==> config.mk <==
export PLATFORM = sky130hd
export DESIGN_NAME = multicycle_control_fsm_flat
export DESIGN_NICKNAME = d
export VERILOG_FILES = /design/src/rtl/multicycle_control_fsm_if.sv /design/src/rtl/multicycle_control_fsm.sv /design/src/flat_wrapper.sv
export SDC_FILE = /design/constraint.sdc
export NUM_CORES = 1
export LEC_CHECK = 0
export ABC_AREA = 1
export BUFFER_PORTS_ARGS = -buffer_cell sky130_fd_sc_hd__buf_2
export CAP_MARGIN = 20
export CORE_MARGIN = 3
export CORE_UTILIZATION = 38
export CTS_CLUSTER_DIAMETER = 40
export DETAILED_ROUTE_END_ITERATION = 12
export GPL_TIMING_DRIVEN = 0
export HOLD_SLACK_MARGIN = 0.02
export SLEW_MARGIN = 20
export SYNTH_ARGS = -nofsm -noshare
export SYNTH_HDL_FRONTEND = slang
export SYNTH_SLANG_ARGS = --single-unit
==> constraint.sdc <==
create_clock -name clk -period 3 [get_ports clk]
set_clock_uncertainty 0.1 [all_clocks]
set_input_delay 0.45 -clock clk [delete_from_list [all_inputs] [get_ports clk]]
set_output_delay 0.45 -clock clk [all_outputs]
set_load 0.02 [all_outputs]
==> src/rtl/multicycle_control_fsm_if.sv <==
// Control/handshake bundle between the multi-cycle sequencer and the 16-bit datapath.
// The slave side is the sequencer; the master side is the datapath/memory environment.
interface multicycle_control_fsm_if;
    logic        run;
    logic [3:0]  opcode;
    logic        instr_ready;
    logic        data_ready;
    logic        instr_req;
    logic        ir_write;
    logic        pc_write;
    logic        branch;
    logic        reg_dst;
    logic        alu_src;
    logic        mem_to_reg;
    logic        shift;
    logic        reg_write;
    logic        mem_read;
    logic        mem_write;
    logic [1:0]  alu_op;
    logic        trap;
    logic [1:0]  trap_cause;
    logic [3:0]  state;
    logic [15:0] instr_count;

    modport master (
        output run, opcode, instr_ready, data_ready,
        input  instr_req, ir_write, pc_write, branch, reg_dst, alu_src, mem_to_reg,
               shift, reg_write, mem_read, mem_write, alu_op, trap, trap_cause,
               state, instr_count
    );

    modport slave (
        input  run, opcode, instr_ready, data_ready,
        output instr_req, ir_write, pc_write, branch, reg_dst, alu_src, mem_to_reg,
               shift, reg_write, mem_read, mem_write, alu_op, trap, trap_cause,
               state, instr_count
    );
endinterface

==> src/rtl/multicycle_control_fsm.sv <==
// Multi-cycle sequencer for the 16-bit datapath: fetch/decode/execute/memory/writeback
// with ready handshakes on both memories, a wait timeout and a sticky trap.
module multicycle_control_fsm #(
    parameter int unsigned MEM_TIMEOUT       = 15,
    parameter logic [15:0] INSTR_COUNT_RESET = 16'h0000
) (
    input  logic                   clk,
    input  logic                   rst,
    multicycle_control_fsm_if.slave bus
);
    typedef enum logic [3:0] {
        ST_IDLE     = 4'd0,
        ST_FETCH    = 4'd1,
        ST_DECODE   = 4'd2,
        ST_EXEC_R   = 4'd3,
        ST_WB_R     = 4'd4,
        ST_EXEC_I   = 4'd5,
        ST_WB_I     = 4'd6,
        ST_MEM_ADDR = 4'd7,
        ST_MEM_RD   = 4'd8,
        ST_MEM_WR   = 4'd9,
        ST_WB_MEM   = 4'd10,
        ST_BRANCH   = 4'd11,
        ST_TRAP     = 4'd15
    } state_e;

    typedef struct packed {
        logic       instr_req;
        logic       branch;
        logic       reg_dst;
        logic       alu_src;
        logic       mem_to_reg;
        logic       shift;
        logic       reg_write;
        logic       mem_read;
        logic       mem_write;
        logic [1:0] alu_op;
    } ctrl_t;

    localparam logic [7:0] TIMEOUT       = 8'(MEM_TIMEOUT);
    localparam logic [1:0] CAUSE_ILLEGAL = 2'b01;
    localparam logic [1:0] CAUSE_FETCH   = 2'b10;
    localparam logic [1:0] CAUSE_DATA    = 2'b11;

    state_e      state_q, state_d;
    ctrl_t       ctrl_q, ctrl_d;
    logic        trap_q, trap_d;
    logic [1:0]  trap_cause_q, trap_cause_d;
    logic [7:0]  wait_q, wait_d;
    logic [15:0] instr_count_q, instr_count_d;
    logic        retire_s;
    logic        timeout_s;
    logic        waiting_s;
    logic        fetch_load_s;

    function automatic ctrl_t decode_ctrl(input state_e st, input logic [3:0] op);
        ctrl_t c;
        c = '0;
        case (st)
            ST_FETCH: c.instr_req = 1'b1;
            ST_EXEC_R, ST_WB_R: begin
                c.alu_op    = 2'b10;
                c.reg_dst   = 1'b1;
                c.shift     = (op == 4'b0010);
                c.reg_write = (st == ST_WB_R);
            end
            ST_EXEC_I, ST_WB_I: begin
                c.alu_op    = 2'b11;
                c.alu_src   = 1'b1;
                c.reg_write = (st == ST_WB_I);
            end
            ST_MEM_ADDR: c.alu_src = 1'b1;
            ST_MEM_RD: begin
                c.alu_src  = 1'b1;
                c.mem_read = 1'b1;
            end
            ST_MEM_WR: begin
                c.alu_src   = 1'b1;
                c.mem_write = 1'b1;
            end
            ST_WB_MEM: begin
                c.alu_src    = 1'b1;
                c.mem_to_reg = 1'b1;
                c.reg_write  = 1'b1;
            end
            ST_BRANCH: begin
                c.alu_op = 2'b01;
                c.branch = 1'b1;
            end
            default: c = '0;
        endcase
        return c;
    endfunction

    assign timeout_s = (wait_q == TIMEOUT);
    assign waiting_s = ((state_q == ST_FETCH) && !bus.instr_ready) ||
                       (((state_q == ST_MEM_RD) || (state_q == ST_MEM_WR)) && !bus.data_ready);

    // Next-state, retire, wait-counter and trap bookkeeping.
    always_comb begin
        state_d      = state_q;
        trap_cause_d = trap_cause_q;
        retire_s     = 1'b0;
        case (state_q)
            ST_IDLE: begin
                if (bus.run) state_d = ST_FETCH;
                else         state_d = ST_IDLE;
            end
            ST_FETCH: begin
                // A ready arriving on the timeout cycle still wins.
                if (bus.instr_ready) begin
                    state_d = ST_DECODE;
                end else if (timeout_s) begin
                    state_d      = ST_TRAP;
                    trap_cause_d = CAUSE_FETCH;
                end else begin
                    state_d = ST_FETCH;
                end
            end
            ST_DECODE: begin
                case (bus.opcode)
                    4'b0000, 4'b0001, 4'b0010: state_d = ST_EXEC_R;
                    4'b1001, 4'b1010, 4'b1011: state_d = ST_EXEC_I;
                    4'b1100, 4'b1101:          state_d = ST_MEM_ADDR;
                    4'b1111:                   state_d = ST_BRANCH;
                    default: begin
                        state_d      = ST_TRAP;
                        trap_cause_d = CAUSE_ILLEGAL;
                    end
                endcase
            end
            ST_EXEC_R:   state_d = ST_WB_R;
            ST_EXEC_I:   state_d = ST_WB_I;
            ST_MEM_ADDR: begin
                if (bus.opcode[0]) state_d = ST_MEM_WR;
                else               state_d = ST_MEM_RD;
            end
            ST_MEM_RD: begin
                if (bus.data_ready) begin
                    state_d = ST_WB_MEM;
                end else if (timeout_s) begin
                    state_d      = ST_TRAP;
                    trap_cause_d = CAUSE_DATA;
                end else begin
                    state_d = ST_MEM_RD;
                end
            end
            ST_MEM_WR: begin
                if (bus.data_ready) begin
                    retire_s = 1'b1;
                end else if (timeout_s) begin
                    state_d      = ST_TRAP;
                    trap_cause_d = CAUSE_DATA;
                end else begin
                    state_d = ST_MEM_WR;
                end
            end
            ST_WB_R, ST_WB_I, ST_WB_MEM, ST_BRANCH: retire_s = 1'b1;
            ST_TRAP: state_d = ST_TRAP;
            default: state_d = ST_IDLE;
        endcase

        if (retire_s) begin
            instr_count_d = instr_count_q + 16'd1;
            state_d       = bus.run ? ST_FETCH : ST_IDLE;
        end else begin
            instr_count_d = instr_count_q;
        end

        if (state_d != state_q) wait_d = 8'd0;
        else if (waiting_s)     wait_d = wait_q + 8'd1;
        else                    wait_d = wait_q;

        trap_d = trap_q | (state_d == ST_TRAP);
        ctrl_d = decode_ctrl(state_d, bus.opcode);
    end

    // State and registered Moore outputs.
    always_ff @(posedge clk) begin
        if (rst) begin
            state_q       <= ST_IDLE;
            ctrl_q        <= '0;
            trap_q        <= 1'b0;
            trap_cause_q  <= 2'b00;
            wait_q        <= 8'd0;
            instr_count_q <= INSTR_COUNT_RESET;
        end else begin
            state_q       <= state_d;
            ctrl_q        <= ctrl_d;
            trap_q        <= trap_d;
            trap_cause_q  <= trap_cause_d;
            wait_q        <= wait_d;
            instr_count_q <= instr_count_d;
        end
    end

    // Architectural write strobes are forced low while reset is asserted.
    assign fetch_load_s    = (state_q == ST_FETCH) && bus.instr_ready && !rst;
    assign bus.ir_write    = fetch_load_s;
    assign bus.pc_write    = fetch_load_s;
    assign bus.reg_write   = ctrl_q.reg_write & ~rst;
    assign bus.mem_write   = ctrl_q.mem_write & ~rst;
    assign bus.instr_req   = ctrl_q.instr_req;
    assign bus.branch      = ctrl_q.branch;
    assign bus.reg_dst     = ctrl_q.reg_dst;
    assign bus.alu_src     = ctrl_q.alu_src;
    assign bus.mem_to_reg  = ctrl_q.mem_to_reg;
    assign bus.shift       = ctrl_q.shift;
    assign bus.mem_read    = ctrl_q.mem_read;
    assign bus.alu_op      = ctrl_q.alu_op;
    assign bus.trap        = trap_q;
    assign bus.trap_cause  = trap_cause_q;
    assign bus.state       = state_q;
    assign bus.instr_count = instr_count_q;
endmodule
==> src/flat_wrapper.sv <==
// flat-port wrapper written by rule: the top's interface ports become plain ports
module multicycle_control_fsm_flat 
#(
    parameter int unsigned MEM_TIMEOUT       = 15,
    parameter logic [15:0] INSTR_COUNT_RESET = 16'h0000
)
  (clk, rst, bus_run, bus_opcode, bus_instr_ready, bus_data_ready, bus_instr_req, bus_ir_write, bus_pc_write, bus_branch, bus_reg_dst, bus_alu_src, bus_mem_to_reg, bus_shift, bus_reg_write, bus_mem_read, bus_mem_write, bus_alu_op, bus_trap, bus_trap_cause, bus_state, bus_instr_count);
  multicycle_control_fsm_if bus_i ();
  input  logic clk;
  input  logic rst;
  input wire logic [$bits(bus_i.run)-1:0] bus_run;
  input wire logic [$bits(bus_i.opcode)-1:0] bus_opcode;
  input wire logic [$bits(bus_i.instr_ready)-1:0] bus_instr_ready;
  input wire logic [$bits(bus_i.data_ready)-1:0] bus_data_ready;
  output wire logic [$bits(bus_i.instr_req)-1:0] bus_instr_req;
  output wire logic [$bits(bus_i.ir_write)-1:0] bus_ir_write;
  output wire logic [$bits(bus_i.pc_write)-1:0] bus_pc_write;
  output wire logic [$bits(bus_i.branch)-1:0] bus_branch;
  output wire logic [$bits(bus_i.reg_dst)-1:0] bus_reg_dst;
  output wire logic [$bits(bus_i.alu_src)-1:0] bus_alu_src;
  output wire logic [$bits(bus_i.mem_to_reg)-1:0] bus_mem_to_reg;
  output wire logic [$bits(bus_i.shift)-1:0] bus_shift;
  output wire logic [$bits(bus_i.reg_write)-1:0] bus_reg_write;
  output wire logic [$bits(bus_i.mem_read)-1:0] bus_mem_read;
  output wire logic [$bits(bus_i.mem_write)-1:0] bus_mem_write;
  output wire logic [$bits(bus_i.alu_op)-1:0] bus_alu_op;
  output wire logic [$bits(bus_i.trap)-1:0] bus_trap;
  output wire logic [$bits(bus_i.trap_cause)-1:0] bus_trap_cause;
  output wire logic [$bits(bus_i.state)-1:0] bus_state;
  output wire logic [$bits(bus_i.instr_count)-1:0] bus_instr_count;
  assign bus_i.run = bus_run;
  assign bus_i.opcode = bus_opcode;
  assign bus_i.instr_ready = bus_instr_ready;
  assign bus_i.data_ready = bus_data_ready;
  assign bus_instr_req = bus_i.instr_req;
  assign bus_ir_write = bus_i.ir_write;
  assign bus_pc_write = bus_i.pc_write;
  assign bus_branch = bus_i.branch;
  assign bus_reg_dst = bus_i.reg_dst;
  assign bus_alu_src = bus_i.alu_src;
  assign bus_mem_to_reg = bus_i.mem_to_reg;
  assign bus_shift = bus_i.shift;
  assign bus_reg_write = bus_i.reg_write;
  assign bus_mem_read = bus_i.mem_read;
  assign bus_mem_write = bus_i.mem_write;
  assign bus_alu_op = bus_i.alu_op;
  assign bus_trap = bus_i.trap;
  assign bus_trap_cause = bus_i.trap_cause;
  assign bus_state = bus_i.state;
  assign bus_instr_count = bus_i.instr_count;
  multicycle_control_fsm #(.MEM_TIMEOUT(MEM_TIMEOUT), .INSTR_COUNT_RESET(INSTR_COUNT_RESET)) u_core (.clk(clk), .rst(rst), .bus(bus_i));
endmodule
# [Word-level counts from Yosys, hierarchy flattened]
# Index checks and enable logic that the tools add are counted.
# W data, S select, Z words.
[word_totals] rom_bits=0 ramBits=0 latchBits=0 memories=0 elab_cells=112 regBits=42
[classes] order_cmp=0 bitwise_logic=5 n_div=0 shifts=0 n_eq_ne=38 n_mux=28 reduce_logical=24 n_mul=0 addsub=2
[ops] operator="$eq A4 B4 Y1 const B" n=16
[ops] operator="$pmux W4 S10" n=1
[ops] operator="$eq A4 B3 Y1 const B" n=8
[ops] operator="$mux W4" n=5
[ops] operator="$add A16 B1 Y16 const B" n=1
[ops] operator="$eq A4 B2 Y1 const B" n=4
[ops] operator="$pmux W4 S4" n=1
[ops] operator="$eq A4 B1 Y1 const B" n=3
[ops] operator="$pmux W2 S3" n=2
[ops] operator="$reduce_or A2 Y1" n=6
[ops] operator="$mux W1" n=10
[ops] operator="$mux W2" n=5
[ops] operator="$reduce_or A9 Y1" n=1
[ops] operator="$add A8 B1 Y8 const B" n=1
[ops] operator="$eq A8 B4 Y1 const B" n=1
[ops] operator="$logic_not A4 Y1" n=2
[ops] operator="$mux W3" n=2
[ops] operator="$ne A2 B2 Y1 const B" n=3
[ops] operator="$reduce_and A6 Y1" n=1
[ops] operator="$reduce_or A3 Y1" n=2
[ops] operator="$reduce_or A6 Y1" n=1
[ops] operator="$logic_and A1 B1 Y1" n=4
[ops] operator="$ne A2 B1 Y1 const B" n=2
[ops] operator="$ne A4 B4 Y1" n=1
[ops] operator="other kinds (9)" n=14

# [Depth between registers and ports, before layout]
# Gate-level depths: netlist of run 1.
[logic_depth] depth_word=9 mapped_depth=15

# [Worst setup path before layout of run 1]
# OpenSTA, ideal clock, no wires.
[synth_path] kind="in2out" from="in rst" to="out bus_pc_write" t_arrival_ns=1.630 path_buffers=3 slack_ns=0.820 stages=4 cell_sequence="clkbuf_1 clkbuf_1 nor3_1 buf_4"
[synth_between] elab_chain_len=2
[synth_rtl] element="from (decl)" line="flat_wrapper.sv:10" source="input logic rst;"
[synth_rtl] element="$logic_not A1 Y1" line="multicycle_control_fsm.sv:198" source="assign fetch_load_s = (state_q == ST_FETCH) && bus.instr_ready && !rst;"
[synth_rtl] element="$logic_and A1 B1 Y1" line="multicycle_control_fsm.sv:198"
[synth_rtl] element="to (decl)" line="flat_wrapper.sv:17" source="output wire logic [$bits(bus_i.pc_write)-1:0] bus_pc_write;"
# No other way between the ends.

# [Final worst setup path of run 1]
# Ends and elaborated chain as after synthesis.

==> summary.md, run 1 <==
| Metric | Value |
|---|---|
| Initial drt markers | 95 |
| Syn nets | 338 |
| Clk sink count | 42 |
| Post-synthesis cell count | ~330 |
| Hold Slack | between 300 and 400 ps |
| Drt drc | 0 |
| Yosys reg bits | 42 |
| HPWL Detailed | around 3800 µm |
| Final Cycle Share | 74.3% |
| P&R area growth vs syn | 17.9% |
| Worst Path Required | around 2500 ps |
| Gr ovfl total | 0 |
| CTS Hold Bufs | 0 |
| Vias in the first global route | ~1900 |
| Core ar. | 0.00557 mm² |
| WL/cell | roughly 11 µm |
| Clock Path Buffers | 2 |
| Worst Path Arrival | about 1700 ps |
| Slew @ Worst Pin | approximately 520 ps |
| CP max FO | 10 |
| Final setup vio count | 0 |
| Max Cap Viol | 0 |
| Initial antenna violation count | 0 |
| Clock period minus worst slack | around 2200 ps |
| # port buffers | between 40 and 50 |
| Distinct cells, synth | 30 |
| Post-Synthesis Cell Area | between 0.002 and 0.0025 mm² |
| Die H | between 80 and 90 µm |
| Post-Layout Cell Count | 450 |
| Routability cong. | approximately 0.90 |
| Syn_area_per_cell | between 6 and 7 µm² |
| Status | finished, final reports clean |
| Worst skew pair latency | between 200 and 300 ps |
| # diodes | 0 |
| Startpoint Class | primary input |
| Rows | 27 |
| CTS clk-pin slew, worst paths | 80 ps |
| Clk root buf | clkbuf_8 |
| Power consumption | ~2.1 mW |
| Die Area | between 0.006 and 0.007 mm² |
| Placed instance count | between 400 and 500 |
| Total I/O pin count | 45 |
| Slew Limit Headroom | about two thirds |
| Design area | between 0.002 and 0.003 mm² |
| Routed Wire Length | 5000 µm |
| Cts bufs inserted | 5 |
| Global-route wire length before repair | 8420 µm |
| Fmax | 449 MHz |
| Vias per cell | 4.71 |
| H-tree depth | 2 |
| Total track usage | about 16% |
| Number of flip-flops in the largest register | 16 |
| Max Slew Vio Count | 0 |
| Final Hold Viols | 0 |
| Largest net degree at the start of global routing | 13 |
| CTS tree | built |
| Fraction of layout cells with a size suffix above 1 | 22.0% |
| Setup_tns | 0 ps |
| Post-DP Area | between 0.002 and 0.003 mm² |
| Synthesis warning total | 0 |
| DR pass1 iterations | 4 |
| Static leakage | between 1 and 1.5 nW |
| Worst IR drop on VDD | between 0.0003 and 0.0004 V |
| Unrepaired setup endpoints after global routing | false |
| Min-Delay Path Class | in2reg |
| Via Count | ~2100 |
| Crit Path Class | in2out |
| Die W | 82.3 µm |
| Post-CTS setup buffers | 0 |
| Sequential cell area fraction in the yosys report | about two fifths |
| Most frequent cells in the layout | nand2_1 (69), nor2_1 (59), buf_2 (44) |
| Final ANT Viol Nets | 0 |
| Cells resized by post-CTS repair | 0 |
| Power per cell area | approximately 790 mW/mm² |
| Crit end category | output port |
| Most common cell after layout, fill and taps aside | nand2_1 |
| Final nets | 388 |
| Initial Utilization | 39.7% |
-- worst max-delay path, stage by stage --
cell	delay, ps
clkbuf_1	320
clkbuf_1	470
nor3_1	130
buf_4	150
buf_2	150
-- layer usage --
layer,global-route usage [%],share of wire (%)
met5,0,0
met2,26.0,45
met1,20.4,49
met3,3.80,4.6
met4,6.98,1.5
-- path summary, 6_finish.rpt --
check                                 startpoint          endpoint  slack, ps  cells after the start
worst max-delay path                         rst      bus_pc_write        770                      5
worst min-delay path               bus_opcode[1]  u_core.bus.shift        320                      3
worst max register to register  u_core.wait_q[0]  u_core.wait_q[7]        990                     13
worst min register to register   u_core.bus.trap   u_core.bus.trap        370                      1
-- report_power, final --
part,internal (mW),switching [mW],leakage [nW],total [mW]
Combinational,0.307,0.682,0.874,0.989
Sequential,0.632,0.0727,0.339,0.704
Clock,0.186,0.190,0.0482,0.376
Total,1.12,0.945,1.26,2.07
-- area by class of cell --
| cell class | instances | area [µm²] |
|---|---|---|
| buffer | 7 | 46.3 |
| clock buffer | 7 | 86.3 |
| clock inverter | 1 | 5.00 |
| fill | 614 | 2970 |
| inverter | 43 | 161 |
| multi-input combinational | 235 | 1160 |
| sequential | 42 | 841 |
| tap | 72 | 90.1 |
| timing repair buffer | 43 | 215 |
-- Yosys cell counts (all sizes together) --
library cell / instances / share of area, %
nand2: 79 / 15
nor2: 66 / 12
inv: 43 / 7.3
dfxtp: 42 / 38
nand3: 22 / 5.7
a21oi: 18 / 4.1
o21ai: 14 / 3.7
nand4: 10 / 3.1
buf: 5 / 1.8
nor3: 5 / 1.4
xnor2: 5 / 2.0
xor2: 4 / 1.6
nor3b: 3 / 1.0
clkbuf: 2 / 0.34
ha: 2 / 1.1
nor4: 2 / 0.57
o21a: 2 / 0.68
o21bai: 2 / 0.68
and3: 1 / 0.28
-- stage by stage --
stage          utilization [%]  worst slack [ps]
6_report                  46.8               770
5_1_grt                   46.8               655
4_1_cts                   46.8               759
3_5_place_dp              45.1               760
3_3_place_gp              45.1               766
2_1_floorplan                -               820
-- cell families after synthesis --
group / share of synthesized area (%)
flip-flops: 38.0
AND/OR/NAND/NOR: 38.8
buffers and inverters: 9.39
XOR/XNOR: 3.57
AO/OA/AOI/OAI: 9.11
adder cells (fa/ha/maj): 1.13
Note: power is estimated with default switching activity, not from simulation.
==> run 2: changes to the inputs <==
==> constraint.sdc (replaced) <==
create_clock -name clk -period 2.1 [get_ports clk]
set_clock_uncertainty 0.1 [all_clocks]
set_input_delay 0.315 -clock clk [delete_from_list [all_inputs] [get_ports clk]]
set_output_delay 0.315 -clock clk [all_outputs]
set_load 0.02 [all_outputs]
==> summary.md, run 2 (synthesis gave the netlist of run 1 again) <==
| Metric | Value |
|---|---|
| FF+latch area | 848 µm² (+0.89%) |
| WL met1 | 2470 µm (+0.69%) |
| Met2 routed WL | 2330 µm (+4.0%) |
| Total track usage | 16.1% (unchanged) |
| Setup_tns | 0 ps (unchanged) |
| Final ANT Viol Nets | 0 (unchanged) |
| Gr ovfl total | 0 (unchanged) |
| Most frequent cells in the layout | nand2_1 (69), nor2_1 (56), buf_2 (44) |
| Slowest cell delay on critical path | 470 ps (about the same) |
| HPWL Detailed | 3840 µm (unchanged) |
| Comb pwr share | 49.1% (+1.3 points) |
| Crit-path slowest cell | clkbuf_1 |
| Worst IR drop on VDD | 0.000503 V (+41%) |
| P_sw | 1.39 mW (+47%) |
| Max Cap Viol | 0 (unchanged) |
| Slew Limit Headroom | 64.4% (-0.69 points) |
| CTS clk-pin slew, worst paths | 80 ps (about the same) |
| Worst Path Arrival | 1550 ps (-130 ps) |
| Worst skew pair latency | 290 ps (about the same) |
| Crit Path Class | in2out |
| Crit. Startpoint | rst |
| Power consumption | 3.07 mW (+48%) |
| Critical hold path startpoint | bus_opcode[1] |
| Clock period minus worst slack | roughly 2000 ps |
| Final setup vio count | 0 (unchanged) |
| Cts bufs inserted | 5 (unchanged) |
| CTS tree | built |
| Design area | 0.00269 mm² (+3.0%) |
| Slew @ Worst Pin | 534 ps (+10.4 ps) |
| Initial antenna violation count | 0 (unchanged) |
| Total I/O pin count | 45 (unchanged) |
| Status | finished, final reports clean |
| P&R area growth vs syn | 21.4% |
| Final Cycle Share | between 90 and 100% |
| Most common cell after layout, fill and taps aside | nand2_1 |
| Area occupied by multi-input gates | 0.00120 mm² (+3.4%) |
| Fraction of layout cells with a size suffix above 1 | 25.9% (+4.0 points) |
| Largest net degree at the start of global routing | 13 (unchanged) |
| Drt drc | 0 (unchanged) |
| Worst Path Required | 1680 ps (-770 ps) |
| Fmax | around 500 MHz |
| H-tree depth | 2 (unchanged) |
| Global-route wire length before repair | 8420 µm (unchanged) |
| Switching part of the total | 45.4% (-0.28 points) |
| Rows | 27 (unchanged) |
| Internal power | 1.67 mW (+49%) |
| Post-DP Area | 0.00252 mm² (unchanged) |
| Min-Delay Path Class | in2reg |
| Top sig layer | met4 |
| Fill cell count | 601 (-2.1%) |
| Startpoint Class | primary input |
| # port buffers | 43 (unchanged) |
| Metal3 WL | 212 µm (-8.2%) |
| Sequential power share | 33.4% (-0.6 points) |
| Initial Utilization | 39.7% (unchanged) |
| Die H | 82.3 µm (unchanged) |
| Final nets | 392 (+1.0%) |
| CP max FO | 10 (unchanged) |
| Clk root buf | clkbuf_8 |
| Clock share of power | 17.5% (-0.7 points) |
| Cell mode on critical path | clkbuf_1 |
| Power per cell area | 1140 mW/mm² (+44%) |
| Via Count | 2139 (+0.94%) |
| Static leakage | 1.28 nW (+1.6%) |
| Final Hold Viols | 0 (unchanged) |
| Routability cong. | 0.896 (unchanged) |
| WL/cell | 11.2 µm (+1.1%) |
| CP Cell Sequence | clkbuf_1, clkbuf_1, nor3_1, buf_4, buf_2 |
| Routed Wire Length | 5100 µm (+2.0%) |
| Initial drt markers | 98 (+3.2%) |
| Crit end category | output port |
| Core ar. | 0.00557 mm² (unchanged) |
| Clock Path Buffers | 2 (unchanged) |
| Die W | 82.3 µm (unchanged) |
| Clk sink count | 42 (unchanged) |
| Die Area | 0.00677 mm² (unchanged) |
| Worst R2R Start | u_core.wait_q[0] |
| Number of flip-flops in the largest register | 16 (unchanged) |
| Max Slew Vio Count | 0 (unchanged) |
| # diodes | 0 (unchanged) |
| Vias in the first global route | 1886 (unchanged) |
| Vias per cell | 4.71 (about the same) |
| DR pass1 iterations | 4 (unchanged) |
run 2: cell types whose count changed in the layout (fill, tap and decap cells not counted), moves of 2 or more:
| cell | delta |
|---|---|
| buf_4 | +4 |
| nor2_4 | +2 |
| dfxtp_2 | +6 |
| dfxtp_1 | -6 |
| nor2_1 | -3 |
run 2: layout make-up:
type	count	area share, %
Clock inverter	1	0.186
Multi-Input combinational cell	235	44.8
Tap cell	72	3.36
Clock buffer	7	3.22
Timing Repair Buffer	47	9.13
Buffer	7	1.72
Sequential cell	42	31.6
Inverter	43	6.01
run 2: power by group through the flow:
stage	logic [mW]	registers (mW)	clock network, mW
6_report	1.51	1.02	0.537
5_1_grt	1.73	1.04	0.591
4_1_cts	1.42	1.01	0.562
3_5_place_dp	1.42	1.03	0
3_3_place_gp	1.40	1.02	0
2_1_floorplan	0.995	1.10	0
run 2: worst paths after layout:
path / cells past startpoint / end / slack [ps]
max: 5 / bus_pc_write / 140
min: 3 / u_core.bus.shift / 190
max reg2reg: 13 / u_core.wait_q[7] / 200
min reg2reg: 1 / u_core.bus.trap / 370
run 2: what timing repair did:
| item | in CTS | in global routing |
|---|---|---|
| setup buffers | 0 | 4 |
| endpoints found under the hold margin | 0 | 0 |
| endpoints found under the setup margin | 0 | 20 |
| resized for setup | 0 | 15 |
| hold buffers | 0 | 0 |
run 2: critical path: cells and delay by family:
family	cells	cell delay (ps)
buffers and inverters	4	1100
and+or+nand+nor	1	130
run 2: per-stage QoR:
step                cells  setup WS (ps)  hold WS [ps]  utilization (%)
CTS                   450           32.2           177             46.8
detailed placement    442           91.3           361             45.1
finish                454            138           185             48.2
global placement      442            108           363             45.1
global route          454          -9.87           229             48.2
floorplan             327           67.0           359                -
run 2: per-layer routing:
metal,vias to the layer above,track usage [%]
met5,-,0
met4,0,6.98
met3,7,3.80
met2,37,26.0
met1,950,20.4
li1,1145,-
